### src/rtl/dip_button_debounce_pkg.sv
// Shared definitions for the DIP/button debounce block: pad idle level and
// the counter-width helper also used by led_debug_mux.
package dip_button_debounce_pkg;

    localparam logic C_PAD_IDLE = 1'b1;

    // Bits needed to hold the values 0 .. value-1 (never less than one bit).
    function automatic int clogb2(input int value);
        int v;
        int r;
        r = 0;
        v = value - 1;
        while (v > 0) begin
            r = r + 1;
            v = v >>> 1;
        end
        return (r < 1) ? 1 : r;
    endfunction

endpackage

### src/rtl/dip_button_debounce_bit.sv
// One pad bit: synchroniser chain, stability counter, accepted level and
// registered rise/fall strobes aligned with the level update.
module dip_button_debounce_bit #(
    parameter int C_SYNC_STAGES     = 2,
    parameter int C_DEBOUNCE_CYCLES = 4
) (
    input  logic clk_i,
    input  logic rst_i,
    input  logic pad_i,
    output logic stable_o,
    output logic rise_o,
    output logic fall_o
);
    import dip_button_debounce_pkg::*;

    localparam int             CNT_W   = clogb2(C_DEBOUNCE_CYCLES);
    localparam logic [CNT_W-1:0] CNT_MAX = CNT_W'(C_DEBOUNCE_CYCLES - 1);

    logic [C_SYNC_STAGES-1:0] sync_q;
    logic                     synced_s;
    logic [CNT_W-1:0]         cnt_q, cnt_d;
    logic                     stable_q, stable_d;
    logic                     rise_q, rise_d;
    logic                     fall_q, fall_d;

    assign synced_s = sync_q[C_SYNC_STAGES-1];

    // Any return to the accepted level discards the partial count.
    always_comb begin
        cnt_d    = cnt_q;
        stable_d = stable_q;
        rise_d   = 1'b0;
        fall_d   = 1'b0;
        if (synced_s == stable_q) begin
            cnt_d = {CNT_W{1'b0}};
        end else if (cnt_q == CNT_MAX) begin
            cnt_d    = {CNT_W{1'b0}};
            stable_d = synced_s;
            rise_d   = synced_s;
            fall_d   = ~synced_s;
        end else begin
            cnt_d = cnt_q + CNT_W'(1);
        end
    end

    always_ff @(posedge clk_i or posedge rst_i) begin
        if (rst_i) begin
            sync_q   <= {C_SYNC_STAGES{C_PAD_IDLE}};
            cnt_q    <= {CNT_W{1'b0}};
            stable_q <= C_PAD_IDLE;
            rise_q   <= 1'b0;
            fall_q   <= 1'b0;
        end else begin
            sync_q   <= {sync_q[C_SYNC_STAGES-2:0], pad_i};
            cnt_q    <= cnt_d;
            stable_q <= stable_d;
            rise_q   <= rise_d;
            fall_q   <= fall_d;
        end
    end

    assign stable_o = stable_q;
    assign rise_o   = rise_q;
    assign fall_o   = fall_q;

endmodule

### src/rtl/dip_button_debounce.sv
// Debounces 4 DIP switches and C_NUM_BUTTONS buttons (all active-low pads).
// Optional auto-repeat on held buttons: define DIP_BUTTON_DEBOUNCE_REPEAT_EN.
module dip_button_debounce #(
    parameter int C_NUM_BUTTONS     = 5,
    parameter int C_SYNC_STAGES     = 2,
    parameter int C_DEBOUNCE_CYCLES = 1000000,
    parameter int C_REPEAT_CYCLES   = 25000000
) (
    input  logic                     CLK,
    input  logic                     RST,
    input  logic [3:0]               DIP_IN,
    input  logic [C_NUM_BUTTONS-1:0] BTN_IN,
    output logic [3:0]               DIP_OUT,
    output logic                     DIP_CHANGED,
    output logic [C_NUM_BUTTONS-1:0] BTN_LEVEL,
    output logic [C_NUM_BUTTONS-1:0] BTN_PRESS,
    output logic [C_NUM_BUTTONS-1:0] BTN_RELEASE
);
    import dip_button_debounce_pkg::*;

    localparam int NBITS = 4 + C_NUM_BUTTONS;

    logic [NBITS-1:0]         pads_s;
    logic [NBITS-1:0]         stable_s;
    logic [NBITS-1:0]         rise_s;
    logic [NBITS-1:0]         fall_s;
    logic [C_NUM_BUTTONS-1:0] btn_level_s;
    logic [C_NUM_BUTTONS-1:0] btn_first_press_s;

    assign pads_s = {BTN_IN, DIP_IN};

    for (genvar g = 0; g < NBITS; g++) begin : g_bit
        dip_button_debounce_bit #(
            .C_SYNC_STAGES     (C_SYNC_STAGES),
            .C_DEBOUNCE_CYCLES (C_DEBOUNCE_CYCLES)
        ) u_bit (
            .clk_i    (CLK),
            .rst_i    (RST),
            .pad_i    (pads_s[g]),
            .stable_o (stable_s[g]),
            .rise_o   (rise_s[g]),
            .fall_o   (fall_s[g])
        );
    end

    assign DIP_OUT           = stable_s[3:0];
    assign DIP_CHANGED       = |(rise_s[3:0] | fall_s[3:0]);
    assign btn_level_s       = ~stable_s[NBITS-1:4];
    assign btn_first_press_s = fall_s[NBITS-1:4];
    assign BTN_LEVEL         = btn_level_s;
    assign BTN_RELEASE       = rise_s[NBITS-1:4];

`ifdef DIP_BUTTON_DEBOUNCE_REPEAT_EN
    localparam int               RPT_W   = clogb2(C_REPEAT_CYCLES);
    localparam logic [RPT_W-1:0] RPT_MAX = RPT_W'(C_REPEAT_CYCLES - 1);

    logic [RPT_W-1:0]         rpt_cnt_q [C_NUM_BUTTONS];
    logic [C_NUM_BUTTONS-1:0] rpt_hit_s;

    for (genvar b = 0; b < C_NUM_BUTTONS; b++) begin : g_rpt_hit
        assign rpt_hit_s[b] = (rpt_cnt_q[b] == RPT_MAX);
    end

    // Released buttons hold the counter at zero, so a release always wins over a repeat.
    always_ff @(posedge CLK or posedge RST) begin
        if (RST) begin
            for (int i = 0; i < C_NUM_BUTTONS; i++) begin
                rpt_cnt_q[i] <= {RPT_W{1'b0}};
            end
        end else begin
            for (int i = 0; i < C_NUM_BUTTONS; i++) begin
                if (btn_first_press_s[i] || !btn_level_s[i] || rpt_hit_s[i]) begin
                    rpt_cnt_q[i] <= {RPT_W{1'b0}};
                end else begin
                    rpt_cnt_q[i] <= rpt_cnt_q[i] + RPT_W'(1);
                end
            end
        end
    end

    assign BTN_PRESS = btn_first_press_s | (btn_level_s & rpt_hit_s);
`else
    assign BTN_PRESS = btn_first_press_s;
`endif

endmodule
### config.mk
export PLATFORM = sky130hd
export DESIGN_NAME = dip_button_debounce
export DESIGN_NICKNAME = d
export VERILOG_FILES = /design/src/rtl/dip_button_debounce_pkg.sv /design/src/rtl/dip_button_debounce_bit.sv /design/src/rtl/dip_button_debounce.sv
export SDC_FILE = /design/constraint.sdc
export NUM_CORES = 1
export LEC_CHECK = 0
export CAP_MARGIN = 20
export CORE_UTILIZATION = 60
export CTS_CLUSTER_DIAMETER = 150
export CTS_CLUSTER_SIZE = 16
export DETAILED_ROUTE_END_ITERATION = 8
export PLACE_DENSITY = 0.78
export SYNTH_ARGS = -nofsm -noshare
export SYNTH_HDL_FRONTEND = slang
export SYNTH_HIERARCHICAL = 1
export SYNTH_SLANG_ARGS = --single-unit
### constraint.sdc
create_clock -name CLK -period 4.1 [get_ports CLK]
set_input_delay 0.82 -clock CLK [delete_from_list [all_inputs] [get_ports CLK]]
set_output_delay 0.82 -clock CLK [all_outputs]
set_load 0.02 [all_outputs]
Yosys cells after proc, flatten, opt, wreduce, memory -nomap -nowiden
Index checks and enable logic that the tools add are counted.

storage, ports and cells
  word-level logic and storage cells = 156
  register bits after elaboration = 225
  output and inout port bits = 20

cells by class
  add/sub/neg operators = 9
  multiplexer cells = 54
  reduce and logical (&&, ||, !) cells = 10
  bitwise logic cells = 20
  eq/ne operators = 18

operators by type and width
  kind                   number
  $mux 20                18
  $add 20x1->20 const B  9
  $eq 20x20->1 const B   9
  $mux 1                 36
  $not 1->1              18
  $reduce_and 2->1       9
  $eq 1x1->1             9
  $not 5->5              1
  $or 4x4->4             1
  $reduce_or 4->1        1

Logic depth before layout (Yosys ltp)
  depth after elaboration = 3
  gate-level depth with buffers = 6

Modules after synthesis
Netlist, hierarchy kept.

modules (own cells, without submodules)
  module                                        instances  cells an instance  area an instance (um^2)
  dip_button_debounce_bit (g_bit[0].u_bit ...)  8          111                1228.7
  dip_button_debounce_bit (g_bit[3].u_bit)      1          115                1228.7
  dip_button_debounce                           1          22                 140.1

Worst setup path after synthesis
OpenSTA, ideal clock, no wires.

  path kind = reg2reg
  start = register g_bit[0].u_bit.cnt_q[12]
  end = register g_bit[0].u_bit.stable_q
  setup time = 0.082 ns
  buffers on the path = 0
  period minus slack after synthesis = 1.706 ns
  slack = 2.394 ns
  cell stages (with the launch flop) = 5
  data arrival time = 1.624 ns
  path through = dfrtp_1 -> nor4b_2 -> nand2_1 -> or4_4 -> mux2_4

between the ends
  longest elaborated chain between the ends = 2

ends and longest elaborated chain
  element                            RTL line                       source
  from (decl)                        dip_button_debounce_bit.sv:21  logic [CNT_W-1:0] cnt_q, cnt_d;
  from (signal assigned)             dip_button_debounce_bit.sv:49  cnt_q <= {CNT_W{1'b0}};
  from (signal assigned)             dip_button_debounce_bit.sv:55  cnt_q <= cnt_d;
  $eq 20x20->1                       dip_button_debounce_bit.sv:36  end else if (cnt_q == CNT_MAX) begin
  $reduce_and 2->1 (no source line)  n/a
  to (signal assigned)               dip_button_debounce_bit.sv:56  stable_q <= stable_d;
  to (decl)                          dip_button_debounce_bit.sv:22  logic stable_q, stable_d;

Every way passes these cells.
A chain may end at the register's enable or synchronous reset.

Worst setup path in the final report
  start = register g_bit[0].u_bit.fall_q
  end = output port DIP_CHANGED

between the ends
  longest elaborated chain between the ends = 2

ends and longest elaborated chain
  element                 RTL line                       source
  from (decl)             dip_button_debounce_bit.sv:24  logic fall_q, fall_d;
  from (signal assigned)  dip_button_debounce_bit.sv:58  fall_q <= fall_d;
  $or 4x4->4              dip_button_debounce.sv:47      assign DIP_CHANGED = |(rise_s[3:0] | fall_s[3:0]);
  $reduce_or 4->1         dip_button_debounce.sv:47
  to (decl)               dip_button_debounce.sv:14      output logic DIP_CHANGED,

Every way passes these cells.

==> impl_summary.log <==
[metrics] Die W: 139 um
[metrics] clock-pin slew reported for the worst setup and hold paths after clock tree synthesis: 0.07 ns
[metrics] number of gates resized after CTS: 0
[metrics] slew of the pin with the lowest slew margin: 0.988 ns
[metrics] result of the run: complete, but fails checks
[metrics] Initial Utilization: 0.617
[metrics] Congestion Overflow GR: 0
[metrics] Post-Place Setup Slack: 1.58 ns
[metrics] syn_area_per_cell: 10.9 um2
[metrics] compound-gate portion of the synthesized area: 0.0629
[metrics] routability congestion estimate: 0.796
[metrics] Worst EP arrival: 1.98 ns
[metrics] # placed instances: 1252
[metrics] post-route minimum period: 2.80 ns
[metrics] worst min-delay path category: reg -> reg
[metrics] Buf+Inv Stages, Crit Path: 1
[metrics] sort of element at the start of the critical path: register
[metrics] maximum number of pins on one net before global-route repair: 26
[metrics] worst relative slew slack: 0.339
[metrics] placed cell areas: 11600 um2
[metrics] cell at the root of the clock tree: clkbuf_16
[metrics] fraction of the cycle the final worst path needs: 0.682
[metrics] number of distinct standard cells referenced by the synthesized netlist: 43
[metrics] Peak VDD IR: 0.000305 V
[metrics] register-to-register path setup slack: 2.00 ns
[metrics] violations in the final reports: DRC
[metrics] worst endpoint required time: 3.28 ns
[metrics] final design area excluding fillers: 12100 um2
[metrics] Critical Path End Type: output pin
[metrics] warnings from Yosys: 6
[metrics] crit path cell chain: nor4_1 > nand2_1 > clkdlybuf4s50_1
[metrics] area of the die: 19200 um2
[metrics] Total Nets Final: 1064
[metrics] maximum clock frequency: 0.358 GHz
[metrics] number of CTS-inserted buffers: 18
[metrics] number of enable-type register cells in the synthesized netlist: 0
[metrics] clock sink total: 225
[metrics] number of routed nets with antenna violations: 0
[metrics] half-perimeter wire length after placement: 13300 um
[metrics] wire length after detailed routing: 20200 um
[metrics] overall fraction of global-route tracks in use: 0.217
[metrics] number of optimization iterations in the first detailed-route pass: 6
[metrics] routed wire length per instance: 15.8 um
[metrics] Core Box Area: 18100 um2
[metrics] vias in the first global route: 7429
[metrics] Vert. Die Dim: 139 um
[metrics] cell family with the largest share of critical-path delay: buffers and inverters
[metrics] DRC violation count after routing: 4
[metrics] #FFs+latches synth: 225
[metrics] CP Max Fanout: 1
[metrics] Most used DFF post-synth: dfrtp_1
[metrics] via density per instance: 5.99
[metrics] antenna violations before repair: 0
[metrics] CP max stage delay: 0.56 ns
[metrics] number of port buffers: 30
[metrics] sequential cell area fraction in the yosys report: 0.506
[metrics] Leakage: 4.98 nW
[metrics] number of post-CTS setup repair buffers: 0
[metrics] Hold Fails Final Rpt: 0
[metrics] worst-case clock buffer depth: 3
[metrics] FP Rows: 49
[metrics] via count of the routed design: 7688
[metrics] clock tree from TritonCTS: built
[metrics] global-route wire length before repair: 35200 um
[metrics] Non-Filler Instances: 1284
[metrics] Gate Count Post-Synth: 1025
[metrics] filler cell count in the final layout: 1414
[metrics] XOR/XNOR Fraction of Synth Area: 0.0985
[metrics] utilization after layout: 0.669
[metrics] total power divided by cell area: 334 nW/um2
[metrics] Final Slew Violations: 0
[metrics] Iter 0 DRT Violations: 398
[metrics] clock insertion delay at the later pin of the skew report: 0.49 ns
[metrics] start of the worst register-to-register path: g_bit[4].u_bit/cnt_q[12]
[metrics] Post-CTS Hold Buffers: 0
[metrics] final worst clock skew: 0.0244 ns
[metrics] dominant combinational cell family by area after synthesis: simple AND/OR/NAND/NOR gates
[metrics] overall power after layout: 4.06 mW
[metrics] ANT cells: 0
[metrics] slowest stage cell, crit path: clkdlybuf4s50_1
[metrics] asr flop ratio synth: 1.00
[metrics] post-synth design cell area: 11200 um2
[metrics] Fin Setup TNS: 0 ns
[metrics] area share of and/or/nand/nor cells after synthesis: 0.279
[metrics] RSZ-0062 raised after global routing: no
[metrics] Post-Synthesis Net Count: 1045
[metrics] Ports: 31
[metrics] worst slack on hold paths: 0.356 ns
[metrics] critical path launch point: g_bit[0].u_bit/fall_o
[metrics] Max H-tree Level: 1
[metrics] Post-Synth Adder-Cell Area: 0.0101
[metrics] number of max-cap violations: 0
[metrics] total of endpoints with negative setup slack in the final report: 0
[metrics] synthesis-to-finish area growth: 8.39%
[metrics] slack of the critical path: 1.30 ns
[metrics] beginning of the worst hold path: g_bit[1].u_bit/sync_q[0]
[metrics] multiplexer fraction of the synthesized cell area: 0.0192
[metrics] fraction of layout cells with a size suffix above 1: 0.116
[metrics] critical path class: reg -> out
## cell usage after synthesis, types with 9 or more instances
| master | count | area [um2] |
|---|---|---|
| nand3_1 | 54 | 270 |
| dfstp_2 | 27 | 709 |
| mux2_4 | 9 | 135 |
| nand4b_1 | 10 | 87.6 |
| buf_4 | 23 | 173 |
| ha_1 | 9 | 113 |
| nor3b_1 | 18 | 135 |
| xor2_1 | 64 | 561 |
| or3_1 | 17 | 106 |
| nor3_1 | 19 | 95.1 |
| and4_1 | 25 | 219 |
| nor4_1 | 12 | 75.1 |
| and3_1 | 26 | 163 |
| xnor2_1 | 62 | 543 |
| nand4_1 | 43 | 269 |
| or4_1 | 18 | 135 |
| nand3_2 | 9 | 90.1 |
| o31ai_1 | 18 | 135 |
| and3_2 | 10 | 75.1 |
| nand2_1 | 66 | 248 |
| dfrtp_1 | 198 | 4950 |
| nor2_1 | 135 | 507 |
| inv_1 | 17 | 63.8 |
| a21oi_1 | 45 | 225 |
| o21ai_0 | 17 | 85.1 |
## area by class of cell
cell class	instances	area, um2	area share
multi-input combinational	751	5260	0.434
clock buffer	30	517	0.0426
sequential	225	5660	0.467
tap	229	287	0.0236
clock inverter	1	16.3	0.00134
timing repair buffer	31	328	0.0270
inverter	17	63.8	0.00526
## cells by family after synthesis
family | count (synthesis)
AO/OA/AOI/OAI | 91
XOR/XNOR | 126
adder cells (fa/ha/maj) | 9
buffers and inverters | 49
flip-flops | 225
multiplexers | 17
AND/OR/NAND/NOR | 508
## layout by cell type, fill, tap and decap left out, types with 19 or more instances in the layout
cell type	n
nand4_1	43
clkbuf_16	19
dfrtp_1	198
xor2_1	64
nand2_1	66
xnor2_1	62
and4_1	25
clkdlybuf4s50_1	30
nor3_1	19
nand3_1	54
and3_1	26
a21oi_1	45
dfstp_2	27
nor2_1	135
## power by group
part	total [mW]	internal (mW)	switching, mW
Combinational	0.137	0.0447	0.0927
Clock	1.63	0.870	0.761
Sequential	2.29	2.26	0.0305
## final timing paths
check / cells past startpoint / end
worst max-delay path: 3 / DIP_CHANGED
worst min-delay path: 0 / g_bit[1].u_bit/sync_q[1]
worst max register to register: 4 / g_bit[4].u_bit/cnt_q[10]
worst min register to register: 0 / g_bit[1].u_bit/sync_q[1]
max in group asynchronous: 2 / g_bit[6].u_bit/cnt_q[19]
min in group asynchronous: 2 / g_bit[5].u_bit/cnt_q[12]
## layer usage
layer / share of wire / up-vias / global-route usage
met3: 0.033 / 27 / 0.0307
li1: - / 3741 / -
met5: 0 / - / 0
met4: 0.016 / 0 / 0.0491
met2: 0.46 / 117 / 0.343
met1: 0.49 / 3803 / 0.321
## state kept, by name (all words and copies together) (netlist names)
name                  cells
g_bit.u_bit/fall_o        9
g_bit.u_bit/cnt_q       180
g_bit.u_bit/rise_o        9
g_bit.u_bit/stable_o      9
g_bit.u_bit/sync_q       18
Note: power is estimated with default switching activity, not from simulation.
